<file path="src/rtl/amp_power_sequencer_if.sv">
// ---------------------------------------------------------------------------
// amp_power_sequencer_if
// Write-request channel between the amplifier power sequencer and the
// amp-side I2C master.
//   i2c_req  : write request, held until i2c_done
//   i2c_dev  : 7-bit I2C device address
//   i2c_reg  : amp register address, stable while i2c_req=1
//   i2c_dat  : amp register data, stable while i2c_req=1
//   i2c_done : 1-cycle pulse, transaction finished
//   i2c_nack : valid with i2c_done, 1 = slave NACKed
// master = sequencer side, slave = I2C master side.
// ---------------------------------------------------------------------------
interface amp_power_sequencer_if;
  logic       i2c_req;
  logic [6:0] i2c_dev;
  logic [7:0] i2c_reg;
  logic [7:0] i2c_dat;
  logic       i2c_done;
  logic       i2c_nack;

  modport master (
    output i2c_req, i2c_dev, i2c_reg, i2c_dat,
    input  i2c_done, i2c_nack
  );

  modport slave (
    input  i2c_req, i2c_dev, i2c_reg, i2c_dat,
    output i2c_done, i2c_nack
  );
endinterface

</file>
<file path="src/rtl/amp_power_sequencer.sv">
// ---------------------------------------------------------------------------
// amp_power_sequencer
// Power-up / shutdown sequencer for the external class-D amplifier. Enables
// the amp, waits for it to settle, replays a register table from an external
// combinational ROM through the I2C master, then unmutes. Shutdown mutes,
// waits, then disables. Repeated NACKs on one entry land in FAULT.
// Ports:
//   clk, reset          : clock, synchronous active-high reset
//   ena                 : 1 = run amp, 0 = shut down (level)
//   soft_mute           : mute request, honoured in RUN only
//   tbl_idx/reg/val     : table ROM index out, register address/value in
//   i2c (master)        : write request channel to the amp I2C master
//   amp_nenable         : amp enable, active low
//   amp_nmute           : amp mute, active low
//   seq_ready/seq_fault : in RUN / in FAULT
//   seq_state           : state code for debug
// All outputs are registered.
// ---------------------------------------------------------------------------
module amp_power_sequencer #(
  parameter logic [6:0] DEV_ADDR     = 7'h2C,
  parameter int         N_REGS       = 8,
  parameter int         T_EN_CYC     = 1024,
  parameter int         T_UNMUTE_CYC = 512,
  parameter int         RETRIES      = 2,
  localparam int        IW           = (N_REGS > 1) ? $clog2(N_REGS) : 1
) (
  input  logic                  clk,
  input  logic                  reset,
  input  logic                  ena,
  input  logic                  soft_mute,
  output logic [IW-1:0]         tbl_idx,
  input  logic [7:0]            tbl_reg,
  input  logic [7:0]            tbl_val,
  amp_power_sequencer_if.master i2c,
  output logic                  amp_nenable,
  output logic                  amp_nmute,
  output logic                  seq_ready,
  output logic                  seq_fault,
  output logic [2:0]            seq_state
);

  localparam int T_MAX = (T_EN_CYC > T_UNMUTE_CYC) ? T_EN_CYC : T_UNMUTE_CYC;
  localparam int CW    = (T_MAX > 1) ? $clog2(T_MAX) : 1;
  localparam int RW    = (RETRIES > 0) ? $clog2(RETRIES + 1) : 1;

  localparam logic [CW-1:0] EN_LOAD  = CW'(T_EN_CYC - 1);
  localparam logic [CW-1:0] UM_LOAD  = CW'(T_UNMUTE_CYC - 1);
  localparam logic [IW-1:0] LAST_IDX = IW'(N_REGS - 1);
  localparam logic [RW-1:0] MAX_RTY  = RW'(RETRIES);

  typedef enum logic [2:0] {
    IDLE   = 3'd0,
    PWRUP  = 3'd1,
    WRITE  = 3'd2,
    GAP    = 3'd3,
    UNMUTE = 3'd4,
    RUN    = 3'd5,
    SHDN   = 3'd6,
    FAULT  = 3'd7
  } state_e;

  state_e        state_q, state_d;
  logic [CW-1:0] cnt_q, cnt_d;
  logic [IW-1:0] idx_q, idx_d;
  logic [RW-1:0] rty_q, rty_d;
  logic          req_q, req_d;
  logic [7:0]    reg_q, reg_d;
  logic [7:0]    dat_q, dat_d;
  logic          nen_q, nen_d;
  logic          nmute_q, nmute_d;
  logic          ready_q, ready_d;
  logic          fault_q, fault_d;

  // NOTE: sequential state uses non-blocking assignments so every register
  // samples the pre-edge values of its peers.
  always_ff @(posedge clk) begin
    if (reset) begin
      state_q <= IDLE;
      cnt_q   <= '0;
      idx_q   <= '0;
      rty_q   <= '0;
      req_q   <= 1'b0;
      reg_q   <= '0;
      dat_q   <= '0;
      nen_q   <= 1'b1;
      nmute_q <= 1'b0;
      ready_q <= 1'b0;
      fault_q <= 1'b0;
    end else begin
      state_q <= state_d;
      cnt_q   <= cnt_d;
      idx_q   <= idx_d;
      rty_q   <= rty_d;
      req_q   <= req_d;
      reg_q   <= reg_d;
      dat_q   <= dat_d;
      nen_q   <= nen_d;
      nmute_q <= nmute_d;
      ready_q <= ready_d;
      fault_q <= fault_d;
    end
  end

  always_comb begin
    // NOTE: every next-state signal defaults to its current value first, so
    // branches that do not assign it cannot infer a latch.
    state_d = state_q;
    cnt_d   = cnt_q;
    idx_d   = idx_q;
    rty_d   = rty_q;
    req_d   = req_q;
    reg_d   = reg_q;
    dat_d   = dat_q;
    nen_d   = nen_q;
    nmute_d = nmute_q;
    ready_d = ready_q;
    fault_d = fault_q;

    unique case (state_q)
      IDLE: begin
        if (ena) begin
          state_d = PWRUP;
          nen_d   = 1'b0;
          cnt_d   = EN_LOAD;
          idx_d   = '0;
          rty_d   = '0;
        end
      end

      PWRUP: begin
        if (!ena) begin
          state_d = SHDN;
        end else if (cnt_q == '0) begin
          state_d = WRITE;
          req_d   = 1'b1;
          reg_d   = tbl_reg;
          dat_d   = tbl_val;
        end else begin
          cnt_d = cnt_q - 1'b1;
        end
      end

      // A started transaction is always allowed to finish, even on ena=0.
      WRITE: begin
        if (i2c.i2c_done) begin
          req_d = 1'b0;
          if (!ena) begin
            state_d = SHDN;
          end else if (!i2c.i2c_nack) begin
            if (idx_q == LAST_IDX) begin
              state_d = UNMUTE;
              cnt_d   = UM_LOAD;
            end else begin
              state_d = GAP;
              idx_d   = idx_q + 1'b1;
              rty_d   = '0;
            end
          end else if (rty_q < MAX_RTY) begin
            state_d = GAP;
            rty_d   = rty_q + 1'b1;
          end else begin
            state_d = FAULT;
            nen_d   = 1'b1;
            nmute_d = 1'b0;
            fault_d = 1'b1;
          end
        end
      end

      // tbl_idx has settled on the new index by now, so the ROM is valid.
      GAP: begin
        if (!ena) begin
          state_d = SHDN;
        end else begin
          state_d = WRITE;
          req_d   = 1'b1;
          reg_d   = tbl_reg;
          dat_d   = tbl_val;
        end
      end

      UNMUTE: begin
        if (!ena) begin
          state_d = SHDN;
        end else if (cnt_q == '0) begin
          state_d = RUN;
          nmute_d = ~soft_mute;
          ready_d = 1'b1;
        end else begin
          cnt_d = cnt_q - 1'b1;
        end
      end

      RUN: begin
        if (!ena) state_d = SHDN;
        else      nmute_d = ~soft_mute;
      end

      // Re-asserting ena here does not abort; IDLE restarts from idx 0.
      SHDN: begin
        if (cnt_q == '0) begin
          state_d = IDLE;
          nen_d   = 1'b1;
          idx_d   = '0;
        end else begin
          cnt_d = cnt_q - 1'b1;
        end
      end

      FAULT: begin
        if (!ena) begin
          state_d = IDLE;
          fault_d = 1'b0;
          idx_d   = '0;
        end
      end

      default: state_d = IDLE;
    endcase

    // Common SHDN entry actions, whichever state we came from.
    if (state_d == SHDN && state_q != SHDN) begin
      nmute_d = 1'b0;
      ready_d = 1'b0;
      req_d   = 1'b0;
      cnt_d   = UM_LOAD;
    end
  end

  assign tbl_idx     = idx_q;
  assign i2c.i2c_req = req_q;
  assign i2c.i2c_dev = DEV_ADDR;
  assign i2c.i2c_reg = reg_q;
  assign i2c.i2c_dat = dat_q;
  assign amp_nenable = nen_q;
  assign amp_nmute   = nmute_q;
  assign seq_ready   = ready_q;
  assign seq_fault   = fault_q;
  assign seq_state   = state_q;

endmodule

</file>
<file path="src/flat_wrapper.sv">
// flat-port wrapper written by rule: the top's interface ports become plain ports
module amp_power_sequencer_flat 
#(
  parameter logic [6:0] DEV_ADDR     = 7'h2C,
  parameter int         N_REGS       = 8,
  parameter int         T_EN_CYC     = 1024,
  parameter int         T_UNMUTE_CYC = 512,
  parameter int         RETRIES      = 2,
  localparam int        IW           = (N_REGS > 1) ? $clog2(N_REGS) : 1
)
  (clk, reset, ena, soft_mute, tbl_idx, tbl_reg, tbl_val, amp_nenable, amp_nmute, seq_ready, seq_fault, seq_state, i2c_i2c_req, i2c_i2c_dev, i2c_i2c_reg, i2c_i2c_dat, i2c_i2c_done, i2c_i2c_nack);
  amp_power_sequencer_if i2c_i ();
  input  logic clk;
  input  logic reset;
  input  logic ena;
  input  logic soft_mute;
  output logic [IW-1:0] tbl_idx;
  input  logic [7:0] tbl_reg;
  input  logic [7:0] tbl_val;
  output logic amp_nenable;
  output logic amp_nmute;
  output logic seq_ready;
  output logic seq_fault;
  output logic [2:0] seq_state;
  output wire logic [$bits(i2c_i.i2c_req)-1:0] i2c_i2c_req;
  output wire logic [$bits(i2c_i.i2c_dev)-1:0] i2c_i2c_dev;
  output wire logic [$bits(i2c_i.i2c_reg)-1:0] i2c_i2c_reg;
  output wire logic [$bits(i2c_i.i2c_dat)-1:0] i2c_i2c_dat;
  input wire logic [$bits(i2c_i.i2c_done)-1:0] i2c_i2c_done;
  input wire logic [$bits(i2c_i.i2c_nack)-1:0] i2c_i2c_nack;
  assign i2c_i2c_req = i2c_i.i2c_req;
  assign i2c_i2c_dev = i2c_i.i2c_dev;
  assign i2c_i2c_reg = i2c_i.i2c_reg;
  assign i2c_i2c_dat = i2c_i.i2c_dat;
  assign i2c_i.i2c_done = i2c_i2c_done;
  assign i2c_i.i2c_nack = i2c_i2c_nack;
  amp_power_sequencer #(.DEV_ADDR(DEV_ADDR), .N_REGS(N_REGS), .T_EN_CYC(T_EN_CYC), .T_UNMUTE_CYC(T_UNMUTE_CYC), .RETRIES(RETRIES)) u_core (.clk(clk), .reset(reset), .ena(ena), .soft_mute(soft_mute), .tbl_idx(tbl_idx), .tbl_reg(tbl_reg), .tbl_val(tbl_val), .i2c(i2c_i), .amp_nenable(amp_nenable), .amp_nmute(amp_nmute), .seq_ready(seq_ready), .seq_fault(seq_fault), .seq_state(seq_state));
endmodule
</file>
<file path="config.mk">
export PLATFORM = sky130hd
export DESIGN_NAME = amp_power_sequencer_flat
export DESIGN_NICKNAME = d
export VERILOG_FILES = /design/src/rtl/amp_power_sequencer_if.sv /design/src/rtl/amp_power_sequencer.sv /design/src/flat_wrapper.sv
export SDC_FILE = /design/constraint.sdc
export NUM_CORES = 1
export LEC_CHECK = 0
export ABC_AREA = 1
export CORE_MARGIN = 1
export CORE_UTILIZATION = 42
export CTS_CLUSTER_DIAMETER = 120
export DETAILED_ROUTE_END_ITERATION = 8
export PLACE_DENSITY_LB_ADDON = 0.12
export SLEW_MARGIN = 20
export SYNTH_ARGS = -nofsm -noshare
export SYNTH_HDL_FRONTEND = slang
export SYNTH_SLANG_ARGS = --single-unit
</file>
<file path="constraint.sdc">
create_clock -name clk -period 1.8 [get_ports clk]
set_clock_uncertainty 0.15 [all_clocks]
set_input_delay 0.45 -clock clk [delete_from_list [all_inputs] [get_ports clk]]
set_output_delay 0.45 -clock clk [all_outputs]
set_load 0.02 [all_outputs]
</file>
# [Yosys cells after proc, flatten, opt, wreduce, memory -nomap -nowiden]
# Index checks and enable logic that the tools add are counted.
[word_totals] regBits=39 wordCells=144
[op_classes] n_addsub=3 n_lt_le_gt_ge=1 n_eq_ne=35 n_mux=68 bitwise=1 n_reduce_logical=24
[ops] op="$mux 10" n=7
[ops] op="$mux 3" n=21
[ops] op="$mux 8" n=6
[ops] op="$pmux 10 s4" n=1
[ops] op="$pmux 8 s2" n=2
[ops] op="$ne 2x2->1 const B" n=12
[ops] op="$pmux 3 s8" n=1
[ops] op="$reduce_and 7->1" n=3
[ops] op="$eq 3x3->1 const B" n=6
[ops] op="$mux 1" n=17
[ops] op="$reduce_and 8->1" n=2
[ops] op="$ne 3x2->1 const B" n=5
[ops] op="$mux 2" n=6
[ops] op="$pmux 3 s4" n=1
[ops] op="$reduce_and 6->1" n=2
[ops] op="$logic_not 10->1" n=1
[ops] op="$ne 2x1->1 const B" n=5
[ops] op="$sub 10x1->10 const B" n=1
[ops] op="$mux 9" n=1
[ops] op="$pmux 1 s3" n=3
[ops] op="$reduce_bool 3->1" n=3
[ops] op="$reduce_bool 4->1" n=2
[ops] op="$eq 3x2->1 const B" n=2
[ops] op="$ne 3x1->1 const B" n=2
[ops] op="other kinds (16)" n=20

# [Longest topological paths before layout]
# Gate-level depths: netlist (run 1).
[depth] word_depth=10 depth_mapped=13

# [Worst setup path before layout (run 1)]
# Ideal clock, no wire load.
[synth_path] path_type="register -> register" from="register u_core.idx_q[0], in the netlist u_core.tbl_idx[0]" to="register u_core.cnt_q[2]" arrival_ns=1.572 required_time_ns=1.516 path_slack_ns=-0.055 path_stages_with_launch=13 n_path_buf=1 period_less_slack_ns=1.855 cell_sequence="dfxtp_1 -> ha_1 -> ha_1 -> inv_1 -> nand3_1 -> nand2_1 -> inv_1 -> nand2_1 -> nor2_4 -> nand2_4 -> buf_6 -> o21ai_1 -> a21oi_1"
[synth_between] elab_chain_cells=10 elab_cells_between_ends=17 classes_between="eq/ne (8); mux (6); reduce/logical (3)"
[synth_rtl] item="from (decl)" line="amp_power_sequencer.sv:64" source="logic [IW-1:0] idx_q, idx_d;"
[synth_rtl] item="from (signal assigned)" line="amp_power_sequencer.sv:92" source="idx_q <= idx_d;"
[synth_rtl] item="$eq 3x3->1 *" line="amp_power_sequencer.sv:150" source="if (idx_q == LAST_IDX) begin"
[synth_rtl] item="$mux 3" line="amp_power_sequencer.sv:150"
[synth_rtl] item="$mux 3" line="amp_power_sequencer.sv:149" source="end else if (!i2c.i2c_nack) begin"
[synth_rtl] item="$mux 3" line="amp_power_sequencer.sv:147" source="if (!ena) begin"
[synth_rtl] item="$mux 3" line="amp_power_sequencer.sv:145" source="if (i2c.i2c_done) begin"
[synth_rtl] item="$pmux 3 s8" line="amp_power_sequencer.sv:119" source="unique case (state_q)"
[synth_rtl] item="$eq 3x3->1" line="amp_power_sequencer.sv:222" source="if (state_d == SHDN && state_q != SHDN) begin"
[synth_rtl] item="$logic_and 1x1->1" line="amp_power_sequencer.sv:222"
[synth_rtl] item="$ne 3x1->1 (no source line) (tied with other cells)"
[synth_rtl] item="$reduce_and 7->1 (no source line)"
[synth_rtl] item="to (signal assigned)" line="amp_power_sequencer.sv:91" source="cnt_q <= cnt_d;"
[synth_rtl] item="to (decl)" line="amp_power_sequencer.sv:63" source="logic [CW-1:0] cnt_q, cnt_d;"
# Every way passes the cells marked *; elsewhere a longest branch is shown, timed or not.
# A chain may end at the register's enable or synchronous reset.

# [Worst setup path after layout (run 1)]
[layout_path] from="register u_core.cnt_q[0]" to="register u_core.ready_q, in the netlist u_core.seq_ready"
[layout_between] elab_chain_cells=7 elab_cells_between_ends=11 classes_between="eq/ne (1); mux (6); reduce/logical (4)"
[layout_rtl] item="$logic_not 10->1 *" line="amp_power_sequencer.sv:133, amp_power_sequencer.sv:185, amp_power_sequencer.sv:201"
[layout_rtl] item="$mux 3 (on tied branches)" line="amp_power_sequencer.sv:185, amp_power_sequencer.sv:133"
[layout_rtl] item="$mux 3 (on tied branches)" line="amp_power_sequencer.sv:183, amp_power_sequencer.sv:131"
[layout_rtl] item="$pmux 3 s8" line="amp_power_sequencer.sv:119"
[layout_rtl] item="$eq 3x3->1" line="amp_power_sequencer.sv:222"
[layout_rtl] item="$logic_and 1x1->1" line="amp_power_sequencer.sv:222"
[layout_rtl] item="$reduce_or 2->1 (no source line)"
[layout_rtl] item="to (signal assigned)" line="amp_power_sequencer.sv:99" source="ready_q <= ready_d;"
[layout_rtl] item="to (decl)" line="amp_power_sequencer.sv:71" source="logic ready_q, ready_d;"
# Marked as above.

==> results of run 1 <==
metrics by stage:
step           std cells  utilization [%]  area [um2]  hold WS (ns)  setup TNS, ns
3_3_place_gp         495            60.18        3093        0.2846         -11.37
6_report             512            67.21        3455        0.3118       -0.01084
2_1_floorplan        348                -        2288        0.2753              0
4_1_cts              508            64.48        3314        0.3150              0
5_1_grt              512            67.21        3455        0.3373         -1.288
3_5_place_dp         495            60.18        3093        0.3034         -11.41
power by group:
group	internal, uW	switching (uW)
Sequential	1080	182
Combinational	1560	2090
Clock	555	327
worst min path at each step:
stage                                     start                     to  slack (ns)  depth (start not counted)
after detailed placement  u_core.i2c.i2c_reg[4]  u_core.i2c.i2c_reg[4]        0.30                          2
after global routing      u_core.i2c.i2c_dat[1]  u_core.i2c.i2c_dat[1]        0.34                          2
after floorplan                 u_core.rty_q[0]        u_core.rty_q[0]        0.28                          2
final                     u_core.i2c.i2c_reg[0]  u_core.i2c.i2c_reg[0]        0.31                          2
after global placement          u_core.rty_q[0]        u_core.rty_q[0]        0.28                          2
after CTS                 u_core.i2c.i2c_reg[0]  u_core.i2c.i2c_reg[0]        0.31                          2
critical path, cell delays in order, from the launching register on:
cell     delay [ns]
dfxtp_2        0.33
inv_2          0.07
ha_4           0.15
nand2_4        0.05
nor2_4         0.15
nand3_4        0.14
nand2_4        0.12
nand2_4        0.07
nor2_4         0.14
nand2_4        0.08
nand3_4        0.13
nand2_4        0.07
nor2_1         0.10
cell usage in the layout (no fill, tap or decap), types with 8 or more instances in the layout:
master,instances
dfxtp_1,33
nand3_1,37
a21oi_1,29
dlygate4sd2_1,29
o21ai_1,12
nand2_4,8
inv_1,24
nand2_1,85
o21ai_0,9
nor2_1,30
clkdlybuf4s50_1,18
buf_4,46
kinds of logic (layout without fill, tap and decap cells):
| group | after synthesis | count (layout) | share of synthesized area, % |
|---|---|---|---|
| buf+inv | 49 | 140 | 10.35 |
| xor+xnor | 1 | 1 | 0.3896 |
| other cells | 2 | 7 | 0.3340 |
| compound gates | 56 | 56 | 13.36 |
| flops | 39 | 39 | 34.72 |
| simple gates | 193 | 196 | 39.18 |
| fa+ha+maj | 3 | 3 | 1.670 |
layer usage:
layer / track usage, % / wire length (um) / vias to the layer above
met5: 0 / 0 / -
met4: 4.321 / 38 / 0
met3: 5.087 / 367 / 4
met2: 42.94 / 3404 / 68
met1: 29.53 / 2879 / 1183
li1: - / - / 1304
layout make-up:
| type | count | area, um2 |
|---|---|---|
| clock buffers | 6 | 72.57 |
| clock inverters | 2 | 60.06 |
| fillers | 492 | 1685 |
| inverters | 31 | 120.1 |
| multi-input cells | 263 | 1460 |
| flip-flops and latches | 39 | 790.8 |
| well taps | 70 | 87.58 |
| repair buffers | 101 | 863.3 |
what timing repair did:
action / CTS / global route
pin swaps: 10 / 14
endpoints found under the setup margin: 60 / 36
hold buffers: 0 / 0
resized for setup: 58 / 30
cloned: 2 / 2
buffers inserted: 3 / 2
==> metrics.log, run 1 <==
[metrics] arrival time of data at the critical path endpoint: 1.89 ns
[metrics] timing startpoint of the critical path: u_core.cnt_q[0]
[metrics] drt via density: 4.998
[metrics] placed wire-length estimate after detailed placement: 4.610 mm
[metrics] outcome: complete, but fails checks
[metrics] most common library cells after synthesis: nand2_1 (94), nand3_1 (41), dfxtp_1 (39)
[metrics] I/O pin count: 56
[metrics] count of flip-flops with a built-in enable after synthesis: 0
[metrics] worst setup path class: reg2reg
[metrics] most repeated cell in the gate-level netlist after synthesis: nand2_1
[metrics] number of nets in the finished design: 466
[metrics] share of flip-flops with an asynchronous set or reset after synthesis: 0%
[metrics] worst vdd ir: 0.001071 V
[metrics] average instance area after synthesis: 6.555 um2
[metrics] min-delay worst type: reg2reg
[metrics] setup repair after global routing missed its margin: yes
[metrics] Post-synth top flop: dfxtp_1
[metrics] Total Routing Usage GR: 23.83%
[metrics] Slew Viols, Final: 0
[metrics] layout-stage area growth over the synthesis result: 53.64%
[metrics] die width: 75.17 um
[metrics] Cell variety after synth: 33
[metrics] worst setup path end: u_core.seq_ready
[metrics] endpoint kind of the worst setup timing path: register
[metrics] insertion delay of the later-clocked pin in the worst-skew pair: 0.29 ns
[metrics] routed wire length: 6.689 mm
[metrics] remaining routing DRC violations: 0
[metrics] global-route congestion overflow total: 0
[metrics] Std-Cell Core Area: 5140 um2
[metrics] register clock-pin slew on the reported worst setup and hold paths: 0.08 ns
[metrics] clock tree from TritonCTS: yes
[metrics] number of max-cap violations: 0
[metrics] start of the worst register-to-register path: u_core.cnt_q[0]
[metrics] TritonCTS buffer count: 5
[metrics] CTS sink cnt: 39
[metrics] pin count of the biggest net entering global routing: 20
[metrics] Clock Tree Root: clkbuf_8
[metrics] antenna violation net count after detailed routing: 0
[metrics] total standard cell area after synthesis: 2248 um2
[metrics] ant diodes: 0
[metrics] wire length of the first global-routing pass: 10.25 mm
[metrics] drt initial violations: 154
[metrics] cell type with the largest total area after synthesis: dfxtp_1
[metrics] required arrival time at the worst endpoint: 1.88 ns
[metrics] height of the chip: 75.17 um
[metrics] total power of the final layout: 5798 uW
[metrics] Wirelength per Cell: 13.06 um
[metrics] reg-to-reg slack, setup: -0.01 ns
[metrics] P_leak: 0.001617 uW
[metrics] worst setup timing slack at the placement stage: -0.4019 ns
[metrics] initial antenna violation count: 0
[metrics] sequential cell area fraction in the yosys report: 34.72%
[metrics] final hold violation count: 0
[metrics] vias after detailed routing: 2,559
[metrics] period utilisation layout: 100.6%
[metrics] number of global-route vias before repair: 2,192
[metrics] port buffer count: 48
[metrics] top area cells in the synthesized netlist: dfxtp_1 (35%), nand2_1 (16%), nand3_1 (9.1%)
[metrics] violations in the final reports: negative setup slack
[metrics] Synth Register Bits: 39
[metrics] terminus of the critical flop-to-flop path: u_core.seq_ready
[metrics] number of warning messages in the yosys log: 0
[metrics] areal power density over the cells: 1678 nW/um2
[metrics] post-route minimum period: 1.811 ns
[metrics] Pre-Repair DR Iteration Count: 4
[metrics] die area: 5650 um2
[metrics] number of flip-flops in the largest register: 10
[metrics] post-synthesis cell count: 343
[metrics] critical path startpoint category: register
[metrics] fraction of final layout cells with drive strength greater than 1: 26.70%
[metrics] largest driver fanout on the critical path: 5
[metrics] number of levels the H-tree was split into: 2
[metrics] largest buffer count on any clock path: 2
[metrics] Final setup viols: 1
[metrics] slack of the critical path: -0.01084 ns
[metrics] starting density of the core: 43.74%
[metrics] depth of the worst register-to-register path: 12
[metrics] Fmax: 552.2 MHz
[metrics] final weighted congestion in routability-driven placement: 0.9241
[metrics] area fraction of the dominant cell type after synthesis: 34.72%
[metrics] Row Count: 26
No activity file was read; power rests on OpenSTA's default activity.
==> run 2: changes to the inputs <==
--- a/config.mk
+++ b/config.mk
@@ -7,10 +7,11 @@
 export LEC_CHECK = 0
 export ABC_AREA = 1
 export CORE_MARGIN = 1
-export CORE_UTILIZATION = 42
+export CORE_UTILIZATION = 35
 export CTS_CLUSTER_DIAMETER = 120
 export DETAILED_ROUTE_END_ITERATION = 8
-export PLACE_DENSITY_LB_ADDON = 0.12
+export PLACE_DENSITY_LB_ADDON = 0.08
+export SKIP_LAST_GASP = 1
 export SLEW_MARGIN = 20
 export SYNTH_ARGS = -nofsm -noshare
 export SYNTH_HDL_FRONTEND = slang
==> run 2 against run 1 <==
Net effect: the flow still finishes with violations (negative setup slack); sequential share of layout area fell by 1.2 points; sequential power barely moved; critical path depth did not move; register-to-register slack got worse by 0.07 ns; routed wire length rose by 3.5%; power rose by 6.8%.
==> metrics.log, run 2 (synthesis results as in run 1) <==
[metrics] remaining routing DRC violations: 0 (unchanged)
[metrics] port buffer count: 48 (unchanged)
[metrics] height of the chip: 82.15 um (was 75.17 um)
[metrics] cell mode on critical path: nand2_4 (unchanged)
[metrics] die area: 6749 um2 (was 5650 um2)
[metrics] fraction of final layout cells with drive strength greater than 1: 31.65% (was 26.70%)
[metrics] critical path startpoint category: register (unchanged)
[metrics] antenna violation net count after detailed routing: 0 (unchanged)
[metrics] post-route minimum period: 1.885 ns (was 1.811 ns)
[metrics] initial antenna violation count: 0 (unchanged)
[metrics] Filler Cell Count: 608 (was 492)
[metrics] placed wire-length estimate after detailed placement: 4.731 mm (was 4.610 mm)
[metrics] CTS sink cnt: 39 (unchanged)
[metrics] P_leak: 0.001717 uW (was 0.001617 uW)
[metrics] fraction of power consumed by the clock network: 12.0% (was 15.2%)
[metrics] endpoint kind of the worst setup timing path: register (unchanged)
[metrics] drt via density: 4.874 (was 4.998)
[metrics] number of nets in the finished design: 479 (was 466)
[metrics] largest driver fanout on the critical path: 5 (unchanged)
[metrics] number of max-cap violations: 0 (unchanged)
[metrics] TritonCTS buffer count: 5 (unchanged)
[metrics] pin count of the biggest net entering global routing: 19 (was 20)
[metrics] clock tree from TritonCTS: yes (unchanged)
[metrics] vias after detailed routing: 2,583 (was 2,559)
[metrics] largest buffer count on any clock path: 2 (unchanged)
[metrics] Hold Buf Count CTS: 0 (unchanged)
[metrics] Switching Share: 44.68% (was 44.88%)
[metrics] period utilisation layout: 104.7% (was 100.6%)
[metrics] Fmax: 530.6 MHz (was 552.2 MHz)
[metrics] part of the power in combinational logic: 67.4% (was 63.0%)
[metrics] Pre-Repair DR Iteration Count: 4 (unchanged)
[metrics] Std-Cell Core Area: 6061 um2 (was 5140 um2)
[metrics] final weighted congestion in routability-driven placement: 0.8930 (was 0.9241)
[metrics] total power of the final layout: 6192 uW (was 5798 uW)
[metrics] TNS Setup: -0.4596 ns (was -0.01084 ns)
[metrics] outcome: complete, but fails checks (unchanged)
[metrics] violations in the final reports: negative setup slack (unchanged)
[metrics] final hold violation count: 0 (unchanged)
[metrics] most frequent standard cell in the layout excluding fill and tap cells: nand2_1 (unchanged)
[metrics] Clock Tree Root: clkbuf_8 (unchanged)
[metrics] Finished Layout Cells: 530 (was 512)
[metrics] slack of the critical path: -0.08470 ns (was -0.01084 ns)
[metrics] areal power density over the cells: 1697 nW/um2 (was 1678 nW/um2)
[metrics] largest stage delay on the critical path: 0.34 ns (was 0.33 ns)
[metrics] number of levels the H-tree was split into: 2 (unchanged)
[metrics] global-route congestion overflow total: 0 (unchanged)
[metrics] Worst path slowest cell: dfxtp_2 (unchanged)
[metrics] number of global-route vias before repair: 2,370 (was 2,192)
[metrics] worst vdd ir: 0.0008628 V (was 0.001071 V)
[metrics] layout-stage area growth over the synthesis result: 62.33% (was 53.64%)
[metrics] worst setup path class: reg2reg (unchanged)
[metrics] net switching power: 2767 uW (was 2602 uW)
[metrics] arrival time of data at the critical path endpoint: 1.93 ns (was 1.89 ns)
[metrics] Placed Cells: 505 (was 495)
[metrics] wire length of the first global-routing pass: 10.95 mm (was 10.25 mm)
[metrics] ant diodes: 0 (unchanged)
[metrics] register clock-pin slew on the reported worst setup and hold paths: 0.08 ns (about the same)
[metrics] Final setup viols: 15 (was 1)
[metrics] routed wire length: 6.924 mm (was 6.689 mm)
[metrics] min-delay worst type: reg2reg (unchanged)
[metrics] internal power: 3426 uW (was 3196 uW)
[metrics] insertion delay of the later-clocked pin in the worst-skew pair: 0.30 ns (was 0.29 ns)
[metrics] die width: 82.15 um (was 75.17 um)
[metrics] Cell Chain, Critical Path: inv_2, ha_4, nand2_4, nor2_4, nand3_4, nand2_4, nand2_4, nor2_4, nand2_4, nand3_4, buf_12, a21oi_2 (was inv_2, ha_4, nand2_4, nor2_4, nand3_4, nand2_4, nand2_4, nor2_4, nand2_4, nand3_4, nand2_4, nor2_1)
[metrics] Row Count: 28 (was 26)
[metrics] number of flip-flops in the largest register: 10 (unchanged)
[metrics] I/O pin count: 56 (unchanged)
[metrics] Total Routing Usage GR: 21.48% (was 23.83%)
[metrics] Wirelength per Cell: 13.06 um (about the same)
[metrics] drt initial violations: 140 (was 154)
[metrics] starting density of the core: 37.10% (was 43.74%)
[metrics] commonest non-fill, non-tap cells in the layout: nand2_1 (85), buf_4 (53), nand3_1 (39) (was nand2_1 (85), buf_4 (46), nand3_1 (37))
[metrics] share of power burned in registers: 20.6% (was 21.8%)
[metrics] required arrival time at the worst endpoint: 1.85 ns (was 1.88 ns)
[metrics] Slew Viols, Final: 0 (unchanged)
[metrics] setup repair after global routing missed its margin: yes (unchanged)
==> run 2: path summary, 6_finish.rpt <==
kind / start / endpoint / slack (ns) / cells after the start
hold reg to reg: u_core.rty_q[0] / u_core.rty_q[0] / 0.31 / 2
hold / removal: u_core.rty_q[0] / u_core.rty_q[0] / 0.31 / 2
setup reg to reg: u_core.cnt_q[0] / u_core.cnt_q[3] / -0.08 / 12
setup / recovery: u_core.cnt_q[0] / u_core.cnt_q[3] / -0.08 / 12
==> run 2: critical path, delay by kind of cell, from the launching register on <==
kind	cells	cell delay (ns)
simple gates	8	0.87
buf+inv	2	0.20
flops	1	0.34
fa+ha+maj	1	0.17
compound gates	1	0.04
==> run 2: what timing repair did <==
item	in CTS	in global routing
buffers inserted	5	11
setup endpoints to repair	62	39
resized for setup	56	46
gates cloned	1	2
pin swaps	7	17
==> run 2: final cells by class <==
cell class                 count  area (um2)  share of cell area (%)
sequential                    39       792.0                   21.70
tap                           75       93.84                   2.571
multi-input combinational    263        1504                   41.21
clock buffer                   5       68.82                   1.885
timing repair buffer         114        1027                   28.15
clock inverter                 3       43.79                   1.200
inverter                      31       120.1                   3.291
==> run 2: stage by stage <==
step	hold slack [ns]	utilization [%]	instance area [um2]	setup slack, ns
2_1_floorplan	0.2753	-	2288	0.008950
3_3_place_gp	0.2841	52.37	3174	-0.4725
3_5_place_dp	0.2962	52.37	3174	-0.5138
4_1_cts	0.3080	55.99	3393	-0.1191
5_1_grt	0.3265	60.22	3650	-0.1809
6_report	0.3072	60.22	3650	-0.08470
==> run 2: layer usage <==
layer	wire length, um	global-route usage [%]	vias to the layer above
met3	358	4.945	12
li1	-	-	1325
met2	3219	35.04	70
met1	3230	28.01	1176
met4	115	6.491	0
met5	0	0	-
==> run 2: power groups by stage <==
stage / registers, uW / clock network, uW / logic [uW]
floorplan: 1340 / 0 / 1890
global placement: 1260 / 0 / 3240
detailed placement: 1260 / 0 / 3260
CTS: 1250 / 764 / 3450
global route: 1300 / 806 / 4560
finish: 1280 / 741 / 4180
==> run 3: changes to the inputs <==
--- a/config.mk
+++ b/config.mk
@@ -6,9 +6,9 @@
 export NUM_CORES = 1
 export LEC_CHECK = 0
 export ABC_AREA = 1
-export CORE_MARGIN = 1
+export CORE_MARGIN = 2
 export CORE_UTILIZATION = 35
-export CTS_CLUSTER_DIAMETER = 120
+export CTS_CLUSTER_DIAMETER = 40
 export DETAILED_ROUTE_END_ITERATION = 8
 export PLACE_DENSITY_LB_ADDON = 0.08
 export SKIP_LAST_GASP = 1
==> run 3 against run 2 <==
Net effect: the run now ends clean; count of clock-buffer cells in the layout unchanged; fmax is 4.7% higher; design area is 1.4% lower; sequential power barely moved; via count down 3.0%; critical path depth down 9; power down 4.5%; critical path type is now reg2out; largest cell class unchanged.
==> metrics.log, run 3 (synthesis results as in run 1) <==
[metrics] outcome: completed (was complete, but fails checks)
[metrics] Filler Cell Count: 614 (was 608)
[metrics] starting density of the core: 35.82% (was 37.10%)
[metrics] largest buffer count on any clock path: 2 (unchanged)
[metrics] Final setup viols: 0 (was 15)
[metrics] final weighted congestion in routability-driven placement: 0.9280 (was 0.8930)
[metrics] endpoint kind of the worst setup timing path: output pin (was register)
[metrics] fin util: 57.35% (was 60.22%)
[metrics] finished layout cell area: 3600 um2 (was 3650 um2)
[metrics] global-route congestion overflow total: 0 (unchanged)
[metrics] areal power density over the cells: 1644 nW/um2 (was 1697 nW/um2)
[metrics] final hold violation count: 0 (unchanged)
[metrics] number of max-cap violations: 0 (unchanged)
[metrics] worst setup path class: reg2out (was reg2reg)
[metrics] Slew Viols, Final: 0 (unchanged)
[metrics] wire length of the first global-routing pass: 11.10 mm (was 10.95 mm)
[metrics] remaining routing DRC violations: 0 (unchanged)
[metrics] P_leak: 0.001698 uW (was 0.001717 uW)
[metrics] start of the worst register-to-register path: u_core.cnt_q[0] (unchanged)
[metrics] drt via density: 4.702 (was 4.874)
[metrics] depth of the worst register-to-register path: 12 (unchanged)
[metrics] TritonCTS buffer count: 5 (unchanged)
[metrics] largest stage delay on the critical path: 0.34 ns (about the same)
[metrics] Worst path slowest cell: dfxtp_2 (unchanged)
[metrics] Total Routing Usage GR: 19.18% (was 21.48%)
[metrics] number of nets in the finished design: 480 (was 479)
[metrics] Wirelength per Cell: 12.67 um (was 13.06 um)
[metrics] worst hold endpoint: u_core.rty_q[0] (unchanged)
[metrics] Cell Chain, Critical Path: buf_4, buf_4, dlygate4sd2_1 (was inv_2, ha_4, nand2_4, nor2_4, nand3_4, nand2_4, nand2_4, nor2_4, nand2_4, nand3_4, buf_12, a21oi_2)
[metrics] die width: 84.15 um (was 82.15 um)
[metrics] I/O pin count: 56 (unchanged)
[metrics] layout-stage area growth over the synthesis result: 60.10% (was 62.33%)
[metrics] routed wire length: 6.752 mm (was 6.924 mm)
[metrics] CTS sink cnt: 39 (unchanged)
[metrics] pin count of the biggest net entering global routing: 19 (unchanged)
[metrics] placed wire-length estimate after detailed placement: 4.701 mm (was 4.731 mm)
[metrics] period utilisation layout: 100.0% (was 104.7%)
[metrics] port buffer count: 48 (unchanged)
[metrics] cell mode on critical path: buf_4 (was nand2_4)
[metrics] most frequent standard cell in the layout excluding fill and tap cells: nand2_1 (unchanged)
[metrics] fraction of final layout cells with drive strength greater than 1: 31.14% (was 31.65%)
[metrics] ant diodes: 0 (unchanged)
[metrics] min-delay worst type: reg2reg (unchanged)
[metrics] reg-to-reg slack, setup: 0.000009 ns (was -0.08 ns)
[metrics] commonest non-fill, non-tap cells in the layout: nand2_1 (86), buf_4 (63), nand3_1 (35) (was nand2_1 (85), buf_4 (53), nand3_1 (39))
[metrics] initial antenna violation count: 0 (unchanged)
[metrics] number of global-route vias before repair: 2,414 (was 2,370)
[metrics] clock tree from TritonCTS: yes (unchanged)
[metrics] Pre-Repair DR Iteration Count: 4 (unchanged)
[metrics] Std-Cell Core Area: 6277 um2 (was 6061 um2)
[metrics] critical path startpoint category: register (unchanged)
[metrics] register clock-pin slew on the reported worst setup and hold paths: 0.09 ns (was 0.08 ns)
[metrics] setup repair after global routing missed its margin: yes (unchanged)
[metrics] terminus of the critical flop-to-flop path: u_core.cnt_q[9] (was u_core.cnt_q[3])
[metrics] Row Count: 29 (was 28)
[metrics] drt initial violations: 110 (was 140)
[metrics] Clock Tree Root: clkbuf_8 (unchanged)
[metrics] number of flip-flops in the largest register: 10 (unchanged)
[metrics] placement-stage cell area: 3167 um2 (was 3174 um2)
[metrics] hold path startpoint: u_core.rty_q[0] (unchanged)
[metrics] Hold Buf Count CTS: 0 (unchanged)
[metrics] die area: 7081 um2 (was 6749 um2)
[metrics] height of the chip: 84.15 um (was 82.15 um)
[metrics] insertion delay of the later-clocked pin in the worst-skew pair: 0.30 ns (about the same)
[metrics] arrival time of data at the critical path endpoint: 1.20 ns (was 1.93 ns)
[metrics] vias after detailed routing: 2,506 (was 2,583)
[metrics] required arrival time at the worst endpoint: 1.20 ns (was 1.85 ns)
[metrics] post-route minimum period: 1.800 ns (was 1.885 ns)
[metrics] worst vdd ir: 0.0008164 V (was 0.0008628 V)
[metrics] Cells on Worst Hold Path: 2 (unchanged)
[metrics] Fmax: 555.6 MHz (was 530.6 MHz)
[metrics] antenna violation net count after detailed routing: 0 (unchanged)
[metrics] number of levels the H-tree was split into: 2 (unchanged)
[metrics] largest driver fanout on the critical path: 2 (was 5)
-- run 3: cell type report --
cell class	count	area, um2	share of cell area, %
multi-input cells	263	1508	41.88
repair buffers	115	984.7	27.35
flip-flops and latches	39	797.0	22.14
inverters	31	121.4	3.372
well taps	77	96.34	2.676
clock buffers	5	68.82	1.912
clock inverters	3	23.77	0.6604
-- run 3: routing by layer --
metal / track usage (%) / part of all wire (%)
met1: 25.67 / 46
met2: 30.09 / 49
met3: 4.818 / 4.1
met4: 6.745 / 1.3
met5: 0 / 0
-- run 3: worst max-delay path: cells and delay by family (launching register included) --
family	cells	cell delay (ns)
flops	1	0.34
buf+inv	3	0.56
-- run 3: timing repair --
item	CTS	global route
pin swaps	12	22
buffers inserted	4	8
resized for setup	54	40
cloned	1	3
setup endpoints to repair	59	38
-- run 3: metrics by stage --
stage	total power [uW]	hold WS [ns]	TNS, ns	cells	setup WS (ns)
5_1_grt	6431	0.3327	-2.233	533	-0.1310
3_5_place_dp	4424	0.2932	-13.13	509	-0.4810
3_3_place_gp	4421	0.2827	-13.62	509	-0.4788
6_report	5917	0.3019	0	533	0.000009215
2_1_floorplan	3231	0.2753	0	348	0.008950
4_1_cts	5247	0.3064	-0.1981	522	-0.1977
-- run 3: worst max path at each step --
stage	endpoint	slack [ns]	cells after the start	startpoint
floorplan	u_core.cnt_q[2]	0.009	10	u_core.seq_state[0]
global placement	u_core.cnt_q[9]	-0.48	10	ena
detailed placement	u_core.amp_nmute	-0.48	11	ena
CTS	seq_state[0]	-0.20	1	u_core.seq_state[0]
global route	u_core.tbl_idx[1]	-0.13	11	u_core.cnt_q[0]
finish	tbl_idx[1]	0.000009	3	u_core.tbl_idx[1]
-- run 3: report_power, final --
part	total [uW]	switching (uW)	internal (uW)	leakage, uW
clock network	632	355	277	0.0000408
logic	3990	2190	1800	0.00133
registers	1300	202	1090	0.000322
total	5920	2740	3170	0.00170
